==> config.mk <==
export PLATFORM = sky130hd
export DESIGN_NAME = mem_bus_arbiter_flat
export DESIGN_NICKNAME = d
export VERILOG_FILES = /design/src/rtl/mem_bus_arbiter_if.sv /design/src/rtl/mem_bus_arbiter.sv /design/src/flat_wrapper.sv
export SDC_FILE = /design/constraint.sdc
export NUM_CORES = 1
export LEC_CHECK = 0
export CAP_MARGIN = 5
export CORE_AREA = 2 2 166 152
export DETAILED_ROUTE_END_ITERATION = 6
export DIE_AREA = 0 0 168 154
export PLACE_DENSITY = 0.59
export RECOVER_POWER = 100
export SLEW_MARGIN = 40
export SYNTH_ARGS = -nofsm -noshare
export SYNTH_HDL_FRONTEND = slang
export SYNTH_SLANG_ARGS = --single-unit
==> constraint.sdc <==
create_clock -name clk -period 2.46 [get_ports clk]
set_clock_uncertainty 0.1 [all_clocks]
set_input_delay 0.492 -clock clk [delete_from_list [all_inputs] [get_ports clk]]
set_output_delay 0.492 -clock clk [all_outputs]
set_load 0.05 [all_outputs]
==> src/rtl/mem_bus_arbiter_if.sv <==
`default_nettype none
// ============================================================================
// Module   : mem_bus_arbiter_if
// Brief    : Cache-side and memory-side signal bundle of the memory arbiter.
// Revision : 1.0 - initial release
// ============================================================================
interface mem_bus_arbiter_if #(
    parameter int ADDR_W    = 32,
    parameter int DATA_W    = 32,
    parameter int BURST_LEN = 4
);
    localparam int BEAT_W = $clog2(BURST_LEN);

    logic              ic_req;
    logic [ADDR_W-1:0] ic_addr;
    logic [DATA_W-1:0] ic_rdata;
    logic              ic_rvalid;
    logic              ic_done;
    logic              ic_err;

    logic              dc_req;
    logic              dc_we;
    logic [ADDR_W-1:0] dc_addr;
    logic [DATA_W-1:0] dc_wdata;
    logic [DATA_W-1:0] dc_rdata;
    logic              dc_rvalid;
    logic              dc_done;
    logic              dc_err;

    logic [BEAT_W-1:0] beat;
    logic [ADDR_W-1:0] mem_addr;
    logic [DATA_W-1:0] mem_wdata;
    logic [DATA_W-1:0] mem_rdata;
    logic              mem_rw;
    logic              mem_en;
    logic              mem_oe;
    logic              mem_ready;

    // master: the arbiter; slave: the caches and memory it connects
    modport master (
        input  ic_req, ic_addr, dc_req, dc_we, dc_addr, dc_wdata, mem_rdata, mem_ready,
        output ic_rdata, ic_rvalid, ic_done, ic_err,
        output dc_rdata, dc_rvalid, dc_done, dc_err,
        output beat, mem_addr, mem_wdata, mem_rw, mem_en, mem_oe
    );

    modport slave (
        output ic_req, ic_addr, dc_req, dc_we, dc_addr, dc_wdata, mem_rdata, mem_ready,
        input  ic_rdata, ic_rvalid, ic_done, ic_err,
        input  dc_rdata, dc_rvalid, dc_done, dc_err,
        input  beat, mem_addr, mem_wdata, mem_rw, mem_en, mem_oe
    );
endinterface
`default_nettype wire

==> src/rtl/mem_bus_arbiter.sv <==
`default_nettype none
// ============================================================================
// Module   : mem_bus_arbiter
// Brief    : I/D cache arbiter for one burst memory port, with beat timeout.
// Revision : 1.0 - initial release
// ============================================================================
module mem_bus_arbiter #(
    parameter int ADDR_W       = 32,
    parameter int DATA_W       = 32,
    parameter int BURST_LEN    = 4,
    parameter int TIMEOUT      = 255,
    parameter int MAX_D_STREAK = 2
) (
    input  wire logic         clk,
    input  wire logic         rst,
    mem_bus_arbiter_if.master bus
);
    localparam int BEAT_W   = $clog2(BURST_LEN);
    localparam int OFS_W    = BEAT_W + 2;
    localparam int WAIT_W   = $clog2(TIMEOUT + 1);
    localparam int STREAK_W = $clog2(MAX_D_STREAK + 1);

    localparam logic [ADDR_W-1:0]   c_LINE_MASK  = ~ADDR_W'((1 << OFS_W) - 1);
    localparam logic [BEAT_W-1:0]   c_LAST_BEAT  = BEAT_W'(BURST_LEN - 1);
    localparam logic [WAIT_W-1:0]   c_WAIT_LAST  = WAIT_W'(TIMEOUT - 1);
    localparam logic [STREAK_W-1:0] c_STREAK_MAX = STREAK_W'(MAX_D_STREAK);

    typedef enum logic [1:0] {
        IDLE  = 2'd0,
        BURST = 2'd1,
        DONE  = 2'd2
    } state_t;

    state_t              r_state;
    logic [ADDR_W-1:0]   r_base;
    logic                r_sel_d;
    logic                r_write;
    logic [BEAT_W-1:0]   r_beat;
    logic [WAIT_W-1:0]   r_wait;
    logic [STREAK_W-1:0] r_streak;

    logic [ADDR_W-1:0]   r_mem_addr;
    logic                r_mem_en;
    logic                r_mem_oe;
    logic                r_mem_rw;
    logic [DATA_W-1:0]   r_ic_rdata;
    logic                r_ic_rvalid;
    logic                r_ic_done;
    logic                r_ic_err;
    logic [DATA_W-1:0]   r_dc_rdata;
    logic                r_dc_rvalid;
    logic                r_dc_done;
    logic                r_dc_err;

    logic                w_any_req;
    logic                w_grant_d;
    logic                w_grant_wr;
    logic [ADDR_W-1:0]   w_grant_base;
    logic                w_last_beat;
    logic [BEAT_W-1:0]   w_beat_nxt;

    // I is only forced in once D has won MAX_D_STREAK times in a row over it
    assign w_any_req    = bus.ic_req | bus.dc_req;
    assign w_grant_d    = bus.dc_req & ~(bus.ic_req & (r_streak == c_STREAK_MAX));
    assign w_grant_wr   = w_grant_d & bus.dc_we;
    assign w_grant_base = (w_grant_d ? bus.dc_addr : bus.ic_addr) & c_LINE_MASK;
    assign w_last_beat  = (r_beat == c_LAST_BEAT);
    assign w_beat_nxt   = r_beat + BEAT_W'(1);

    always_ff @(posedge clk) begin
        if (rst) begin
            r_state     <= IDLE;
            r_base      <= '0;
            r_sel_d     <= 1'b0;
            r_write     <= 1'b0;
            r_beat      <= '0;
            r_wait      <= '0;
            r_streak    <= '0;
            r_mem_addr  <= '0;
            r_mem_en    <= 1'b0;
            r_mem_oe    <= 1'b0;
            r_mem_rw    <= 1'b1;
            r_ic_rdata  <= '0;
            r_ic_rvalid <= 1'b0;
            r_ic_done   <= 1'b0;
            r_ic_err    <= 1'b0;
            r_dc_rdata  <= '0;
            r_dc_rvalid <= 1'b0;
            r_dc_done   <= 1'b0;
            r_dc_err    <= 1'b0;
        end else begin
            r_ic_rvalid <= 1'b0;
            r_ic_done   <= 1'b0;
            r_ic_err    <= 1'b0;
            r_dc_rvalid <= 1'b0;
            r_dc_done   <= 1'b0;
            r_dc_err    <= 1'b0;

            case (r_state)
                IDLE: begin
                    if (w_any_req) begin
                        r_state    <= BURST;
                        r_sel_d    <= w_grant_d;
                        r_write    <= w_grant_wr;
                        r_base     <= w_grant_base;
                        r_mem_addr <= w_grant_base;
                        r_beat     <= '0;
                        r_wait     <= '0;
                        r_mem_en   <= 1'b1;
                        r_mem_oe   <= w_grant_wr;
                        r_mem_rw   <= ~w_grant_wr;
                        if (w_grant_d && bus.ic_req) begin
                            if (r_streak != c_STREAK_MAX) begin
                                r_streak <= r_streak + STREAK_W'(1);
                            end
                        end else begin
                            r_streak <= '0;
                        end
                    end
                end

                BURST: begin
                    if (bus.mem_ready) begin
                        r_wait <= '0;
                        if (!r_write) begin
                            if (r_sel_d) begin
                                r_dc_rdata  <= bus.mem_rdata;
                                r_dc_rvalid <= 1'b1;
                            end else begin
                                r_ic_rdata  <= bus.mem_rdata;
                                r_ic_rvalid <= 1'b1;
                            end
                        end
                        if (w_last_beat) begin
                            r_state   <= DONE;
                            r_mem_en  <= 1'b0;
                            r_mem_oe  <= 1'b0;
                            r_dc_done <= r_sel_d;
                            r_ic_done <= ~r_sel_d;
                        end else begin
                            r_beat     <= w_beat_nxt;
                            // base is line aligned, so OR-ing the offset keeps the beat in the line
                            r_mem_addr <= r_base | ADDR_W'({w_beat_nxt, 2'b00});
                        end
                    end else if (r_wait == c_WAIT_LAST) begin
                        r_state   <= DONE;
                        r_mem_en  <= 1'b0;
                        r_mem_oe  <= 1'b0;
                        r_dc_done <= r_sel_d;
                        r_dc_err  <= r_sel_d;
                        r_ic_done <= ~r_sel_d;
                        r_ic_err  <= ~r_sel_d;
                    end else begin
                        r_wait <= r_wait + WAIT_W'(1);
                    end
                end

                DONE: begin
                    r_state  <= IDLE;
                    r_mem_rw <= 1'b1;
                end

                default: begin
                    r_state <= IDLE;
                end
            endcase
        end
    end

    assign bus.beat      = r_beat;
    assign bus.mem_addr  = r_mem_addr;
    assign bus.mem_en    = r_mem_en;
    assign bus.mem_oe    = r_mem_oe;
    assign bus.mem_rw    = r_mem_rw;
    assign bus.mem_wdata = ((r_state == BURST) && r_write) ? bus.dc_wdata : '0;
    assign bus.ic_rdata  = r_ic_rdata;
    assign bus.ic_rvalid = r_ic_rvalid;
    assign bus.ic_done   = r_ic_done;
    assign bus.ic_err    = r_ic_err;
    assign bus.dc_rdata  = r_dc_rdata;
    assign bus.dc_rvalid = r_dc_rvalid;
    assign bus.dc_done   = r_dc_done;
    assign bus.dc_err    = r_dc_err;
endmodule
`default_nettype wire

==> src/flat_wrapper.sv <==
// flat-port wrapper written by rule: the top's interface ports become plain ports
module mem_bus_arbiter_flat 
#(
    parameter int ADDR_W       = 32,
    parameter int DATA_W       = 32,
    parameter int BURST_LEN    = 4,
    parameter int TIMEOUT      = 255,
    parameter int MAX_D_STREAK = 2
)
  (clk, rst, bus_ic_req, bus_ic_addr, bus_dc_req, bus_dc_we, bus_dc_addr, bus_dc_wdata, bus_mem_rdata, bus_mem_ready, bus_ic_rdata, bus_ic_rvalid, bus_ic_done, bus_ic_err, bus_dc_rdata, bus_dc_rvalid, bus_dc_done, bus_dc_err, bus_beat, bus_mem_addr, bus_mem_wdata, bus_mem_rw, bus_mem_en, bus_mem_oe);
  mem_bus_arbiter_if #(.ADDR_W(ADDR_W), .DATA_W(DATA_W), .BURST_LEN(BURST_LEN)) bus_i ();
  input  wire logic clk;
  input  wire logic rst;
  input wire logic [$bits(bus_i.ic_req)-1:0] bus_ic_req;
  input wire logic [$bits(bus_i.ic_addr)-1:0] bus_ic_addr;
  input wire logic [$bits(bus_i.dc_req)-1:0] bus_dc_req;
  input wire logic [$bits(bus_i.dc_we)-1:0] bus_dc_we;
  input wire logic [$bits(bus_i.dc_addr)-1:0] bus_dc_addr;
  input wire logic [$bits(bus_i.dc_wdata)-1:0] bus_dc_wdata;
  input wire logic [$bits(bus_i.mem_rdata)-1:0] bus_mem_rdata;
  input wire logic [$bits(bus_i.mem_ready)-1:0] bus_mem_ready;
  output wire logic [$bits(bus_i.ic_rdata)-1:0] bus_ic_rdata;
  output wire logic [$bits(bus_i.ic_rvalid)-1:0] bus_ic_rvalid;
  output wire logic [$bits(bus_i.ic_done)-1:0] bus_ic_done;
  output wire logic [$bits(bus_i.ic_err)-1:0] bus_ic_err;
  output wire logic [$bits(bus_i.dc_rdata)-1:0] bus_dc_rdata;
  output wire logic [$bits(bus_i.dc_rvalid)-1:0] bus_dc_rvalid;
  output wire logic [$bits(bus_i.dc_done)-1:0] bus_dc_done;
  output wire logic [$bits(bus_i.dc_err)-1:0] bus_dc_err;
  output wire logic [$bits(bus_i.beat)-1:0] bus_beat;
  output wire logic [$bits(bus_i.mem_addr)-1:0] bus_mem_addr;
  output wire logic [$bits(bus_i.mem_wdata)-1:0] bus_mem_wdata;
  output wire logic [$bits(bus_i.mem_rw)-1:0] bus_mem_rw;
  output wire logic [$bits(bus_i.mem_en)-1:0] bus_mem_en;
  output wire logic [$bits(bus_i.mem_oe)-1:0] bus_mem_oe;
  assign bus_i.ic_req = bus_ic_req;
  assign bus_i.ic_addr = bus_ic_addr;
  assign bus_i.dc_req = bus_dc_req;
  assign bus_i.dc_we = bus_dc_we;
  assign bus_i.dc_addr = bus_dc_addr;
  assign bus_i.dc_wdata = bus_dc_wdata;
  assign bus_i.mem_rdata = bus_mem_rdata;
  assign bus_i.mem_ready = bus_mem_ready;
  assign bus_ic_rdata = bus_i.ic_rdata;
  assign bus_ic_rvalid = bus_i.ic_rvalid;
  assign bus_ic_done = bus_i.ic_done;
  assign bus_ic_err = bus_i.ic_err;
  assign bus_dc_rdata = bus_i.dc_rdata;
  assign bus_dc_rvalid = bus_i.dc_rvalid;
  assign bus_dc_done = bus_i.dc_done;
  assign bus_dc_err = bus_i.dc_err;
  assign bus_beat = bus_i.beat;
  assign bus_mem_addr = bus_i.mem_addr;
  assign bus_mem_wdata = bus_i.mem_wdata;
  assign bus_mem_rw = bus_i.mem_rw;
  assign bus_mem_en = bus_i.mem_en;
  assign bus_mem_oe = bus_i.mem_oe;
  mem_bus_arbiter #(.ADDR_W(ADDR_W), .DATA_W(DATA_W), .BURST_LEN(BURST_LEN), .TIMEOUT(TIMEOUT), .MAX_D_STREAK(MAX_D_STREAK)) u_core (.clk(clk), .rst(rst), .bus(bus_i));
endmodule
-- Yosys cells after proc, flatten, opt, wreduce, memory -nomap -nowiden
Index checks and enable logic that the tools add are counted.
- register bits: 149
- word-level logic and storage cells: 101
- output and inout bits: 139
- bits of input ports: 134
- bitwise operators: 11
- $add $sub $neg: 3
- eq/ne operators: 13
- reductions and logical operators: 17
- multiplexer cells: 38
- operator list (operator ; number):
    $mux W32 ; 5
    $pmux W32 S2 ; 1
    $or A32 B4 Y32 ; 1
    $mux W8 ; 3
    $mux W2 ; 9
    $pmux W8 S2 ; 1
    $reduce_and A4 Y1 ; 4
    $mux W1 ; 14
    $reduce_and A3 Y1 ; 3
    $add A8 B1 Y8 const B ; 1
    $eq A8 B8 Y1 const B ; 1
    $ne A2 B2 Y1 const B ; 4
    $pmux W2 S2 ; 2
    $eq A2 B2 Y1 const B ; 3
    $ne A3 B2 Y1 const B ; 2
    $not A1 Y1 ; 6
    $pmux W1 S2 ; 3
    $add A2 B1 Y2 const B ; 2
    $reduce_and A2 Y1 ; 2
    $reduce_bool A2 Y1 ; 2
    $reduce_or A4 Y1 ; 1
    $and A1 B1 Y1 ; 3
    $ne A3 B3 Y1 const B ; 1
    $reduce_or A3 Y1 ; 1
    6 further kinds ; 7

-- Longest topological paths before layout
- word-level depth: 8
- mapped depth: 7
- gate-level depth less buffers: 6

-- Least setup slack after synthesis
OpenSTA, ideal clock, no wires.
- kind: flip-flop to flip-flop
- start point: register u_core.r_beat[0], in the netlist u_core.bus.beat[0]
- end point: register u_core.r_mem_addr[11], in the netlist u_core.bus.mem_addr[11]
- arrival: 1.886 ns
- stages on the path, launching flop included: 7
- buffers on the path: 1
- required time: 2.300 ns
- library setup time: 0.060 ns
- period minus slack after synthesis: 2.046 ns
- slack: 0.414 ns
- cells stage by stage: dfxtp_1 ha_1 nand3b_1 a21oi_1 nor2_1 buf_2 a22o_1
- word-level cells in the longest chain between the ends: 3
- RTL lines (element ; RTL line ; RTL):
    start: declaration ; mem_bus_arbiter.sv:38 ; logic [BEAT_W-1:0] r_beat;
    start signal: assignment ; mem_bus_arbiter.sv:141 ; r_beat <= w_beat_nxt;
    $eq A2 B2 Y1 ; mem_bus_arbiter.sv:67 ; assign w_last_beat = (r_beat == c_LAST_BEAT);
    $ne A2 B2 Y1 (no line) ; -- ;
    $reduce_and A4 Y1 (no line) ; -- ;
    end signal: assignment ; mem_bus_arbiter.sv:106 ; r_mem_addr <= w_grant_base;
    end signal: assignment ; mem_bus_arbiter.sv:143 ; r_mem_addr <= r_base | ADDR_W'({w_beat_nxt, 2'b00});
    end: declaration ; mem_bus_arbiter.sv:42 ; logic [ADDR_W-1:0] r_mem_addr;
No other way between the ends.
A chain may end at the register's enable or synchronous reset.

-- Worst setup path after layout
- start point: register u_core.r_state[0]
- end point: output bus_mem_wdata[4]
- word-level cells in the longest chain between the ends: 3
- RTL lines (element ; RTL line ; RTL):
    start: declaration ; mem_bus_arbiter.sv:34 ; state_t r_state;
    start signal: assignment ; mem_bus_arbiter.sv:72 ; r_state <= IDLE;
    start signal: assignment ; mem_bus_arbiter.sv:102 ; r_state <= BURST;
    start signal: assignment ; mem_bus_arbiter.sv:135 ; r_state <= DONE;
    $eq A2 B1 Y1 ; mem_bus_arbiter.sv:175 ; assign bus.mem_wdata = ((r_state == BURST) && r_write) ? bus.dc_wdata : '0;
    $logic_and A1 B1 Y1 ; mem_bus_arbiter.sv:175 ;
    $mux W32 ; mem_bus_arbiter.sv:175 ;
    end: declaration ; flat_wrapper.sv:32 ; output wire logic [$bits(bus_i.mem_wdata)-1:0] bus_mem_wdata;
No other way between the ends.

==> results.ini <==
[run_status]
status=finished, final reports clean

[worst_setup_path]
worstSetupEndpointType=output port
rrSetupSlack_ns=0.32
r2r_cells=6
crit_fanout=36
timing.rr.end=u_core.bus.dc_rdata[6]$_SDFFE_PP0P_
critical_path_class=flip-flop to output port
timing.rr.start=u_core.r_state[0]$_SDFFE_PP0P_
critical_path_arrival_ns=1.75
start_kind=flip-flop
worstPathRequired_ns=1.87

[floorplanning]
die_w_um=168
fp.dieArea_um2=25900
design.core.area_um2=24000
initial_core_util=0.248
row_count=54
fp.dieH_um=154
io_pins=273

[sta]
setup_violations=0
fin_hold_ws_ns=0.284
max-slew-margin-rel=0.483
finalSetupTns_ns=0
max_freq_mhz=427
worstMarginPinSlew_ns=0.775
setup_slack_ns=0.119
period_minus_slack_ns=2.34
finalCritPeriodShare=0.952
rsz0062_at_grt=false
slew_viol_final=0
hold_violations=0

[finish]
fillers=2396
fin_nets=1081
diodes=0
final_layout_size_suffix_gt1_frac=0.0983
syn_to_final_growth_pct=58.5
fin_area_um2=9420

[yosys]
synth-seq-cells=145
syn_area_um2=5950
synth-seq-area-share=0.488
synth_edf_count=0
async_flop_share=0
avgSynthCellArea_um2=8.46
synth_flop_cell=dfxtp_1
yosys_warnings=0
yosysUniqueCellTypes=47
syn-instance-count=703

[global_routing]
grt_pass1_wl_mm=31.2
grt-ovfl-total=0
track_usage=0.150
grt_max_degree=68
antenna_found_initial=0
first_global_vias=5673

[route]
post_drt_via_cell_ratio=4.59
vias=5807
drt_iter0_markers=270
drc_errors=0
wl_per_cell_um=15.4
firstDrtPassIters=5
postRouteAntennaNets=0
wirelength_mm=19.4

[pwr]
p_total_mw=6.48
power_density_nw_per_um2=688
worst_ir_drop_vdd_mv=0.422
p_leak_nw=4.00

[min_path]
whs_path_depth=2
whs_endpoint=u_core.r_base[13]$_SDFFE_PP0P_
hold_start=rst
holdCritPathClass=input pin to flip-flop

[placed_design]
port_buffers=262
dp_hpwl_mm=13.6
gp_congestion=0.758
dpl-instance-area_um2=9330
dp_slack_ns=0.0585

[clocking]
htreeDepth=4
cts_made_buffers=17
path_clk_slew_ns=0.07
root_buffer=clkbuf_16
clock_sinks=145
clockBufferDepth=2
cts_tree=yes
insertion_delay_ns=0.43
post-cts-setup-buffer-count=0

[flow_run]
maxCapViolCount=0

synth_stat cells, types with 2 or more instances:
| master | n | area (um2) |
|---|---|---|
| or4b_1 | 2 | 20.0 |
| a31oi_1 | 2 | 12.5 |
| nand2_1 | 137 | 514 |
| o31ai_1 | 4 | 30.0 |
| buf_4 | 4 | 30.0 |
| nor2_1 | 67 | 251 |
| buf_2 | 18 | 90.1 |
| ha_1 | 4 | 50.1 |
| and2_1 | 4 | 25.0 |
| nand3_1 | 9 | 45.0 |
| nand4_1 | 2 | 12.5 |
| mux2i_1 | 31 | 310 |
| nor3_1 | 3 | 15.0 |
| o211ai_1 | 2 | 15.0 |
| clkbuf_1 | 41 | 154 |
| a21oi_1 | 102 | 510 |
| a211oi_1 | 28 | 210 |
| o21ai_0 | 3 | 15.0 |
| or4_1 | 4 | 30.0 |
| a22o_1 | 28 | 245 |
| o221a_2 | 2 | 22.5 |
| inv_1 | 4 | 15.0 |
| nand2b_1 | 2 | 12.5 |
| and3_1 | 32 | 200 |
| dfxtp_1 | 145 | 2900 |
| nor4_1 | 2 | 12.5 |
metal layers:
metal  track usage  up-vias  routed length [um]
li1              -     2928                   -
met1         0.193     2698                8820
met2         0.251      157                9330
met3        0.0335       24                 898
met4        0.0464        0                 370
met5             0        -                   0
cells in the final DEF, fill, tap and decap left out, types with 2 or more instances in the layout:
master and count:
inv_1 4, o211ai_1 2, and3_1 32, clkbuf_1 3
clkbuf_2 13, and2_0 5, nand2_1 137, a21oi_1 102
nand3_1 9, or4_1 4, nor2_1 66, buf_2 18
clkbuf_4 2, o21ai_0 3, ha_1 4, a22o_1 28
buf_4 6, a31oi_1 2, mux2i_1 31, nor4_1 2
dfxtp_1 144, or4b_1 2, or3_1 2, clkbuf_16 17
nor3_1 3, inv_8 6, nand4_1 2, o31ai_1 4
nand2b_1 2, o221a_2 2, conb_1 2, dlygate4sd3_1 106
clkdlybuf4s50_1 123, buf_12 12, a211oi_1 28, inv_6 6
registers in the layout, summed over array words and instances, names as in the netlist, 2 cells and up:
register,flops
u_core.bus.dc_rdata,32
u_core.bus.ic_rdata,32
u_core.bus.mem_addr,29
u_core.r_base,28
u_core.r_wait,8
u_core.r_state,2
u_core.r_streak,2
how the worst max path moves through the flow:
stage                                                from                              endpoint  slack, ns  cells after the start
after floorplan           u_core.bus.beat[0]$_SDFFE_PP0P_  u_core.bus.mem_addr[11]$_SDFFE_PP0P_       0.41                      6
after global placement                         bus_dc_req  u_core.bus.mem_addr[28]$_SDFFE_PP0P_       0.04                      6
after detailed placement                       bus_dc_req  u_core.bus.mem_addr[28]$_SDFFE_PP0P_       0.06                      6
after CTS                  u_core.r_state[0]$_SDFFE_PP0P_                     bus_mem_wdata[19]       0.02                      4
after global routing       u_core.r_state[0]$_SDFFE_PP0P_                     bus_mem_wdata[30]       0.03                      4
final                      u_core.r_state[0]$_SDFFE_PP0P_                      bus_mem_wdata[4]       0.12                      4
what timing repair did:
action | CTS | global route
gates resized for setup | 0 | 1
endpoints found under the setup margin | 0 | 32
hold buffers | 0 | 0
through the flow:
stage / instances / util
finish: 1264 / 0.393
global route: 1264 / 0.393
CTS: 1264 / 0.413
detailed placement: 1232 / 0.389
global placement: 1232 / 0.389
floorplan: 704 / -
where the power goes:
group | switching (mW) | internal [mW] | total [mW]
Combinational | 0.766 | 0.514 | 1.28
Clock | 1.18 | 1.45 | 2.63
Sequential | 0.0802 | 2.49 | 2.57
Total | 2.02 | 4.46 | 6.48
cell families (layout without fill, tap and decap cells):
| kind of cell | Yosys count | in the layout | share of synthesized area |
|---|---|---|---|
| simple gates | 276 | 276 | 0.213 |
| other cells | 1 | 2 | 0.000631 |
| compound gates | 179 | 179 | 0.189 |
| buf+inv | 67 | 319 | 0.0486 |
| flops | 145 | 145 | 0.488 |
| fa+ha+maj | 4 | 4 | 0.00842 |
| mux | 31 | 31 | 0.0522 |
area by class of cell:
| class | count | area [um2] | share of cell area |
|---|---|---|---|
| Timing Repair Buffer | 283 | 2760 | 0.293 |
| Inverter | 4 | 15.0 | 0.00159 |
| Clock inverter | 15 | 163 | 0.0173 |
| Clock buffer | 17 | 425 | 0.0452 |
| Tap cell | 308 | 385 | 0.0409 |
| Multi-Input combinational cell | 492 | 2770 | 0.294 |
| Sequential cell | 145 | 2900 | 0.308 |
critical path: stages (launching register included):
cell	delay (ns)
dfxtp_2	0.41
nor2b_2	0.25
buf_12	0.20
and3_1	0.18
clkbuf_2	0.28
Power figures use the tool's default switching activity.
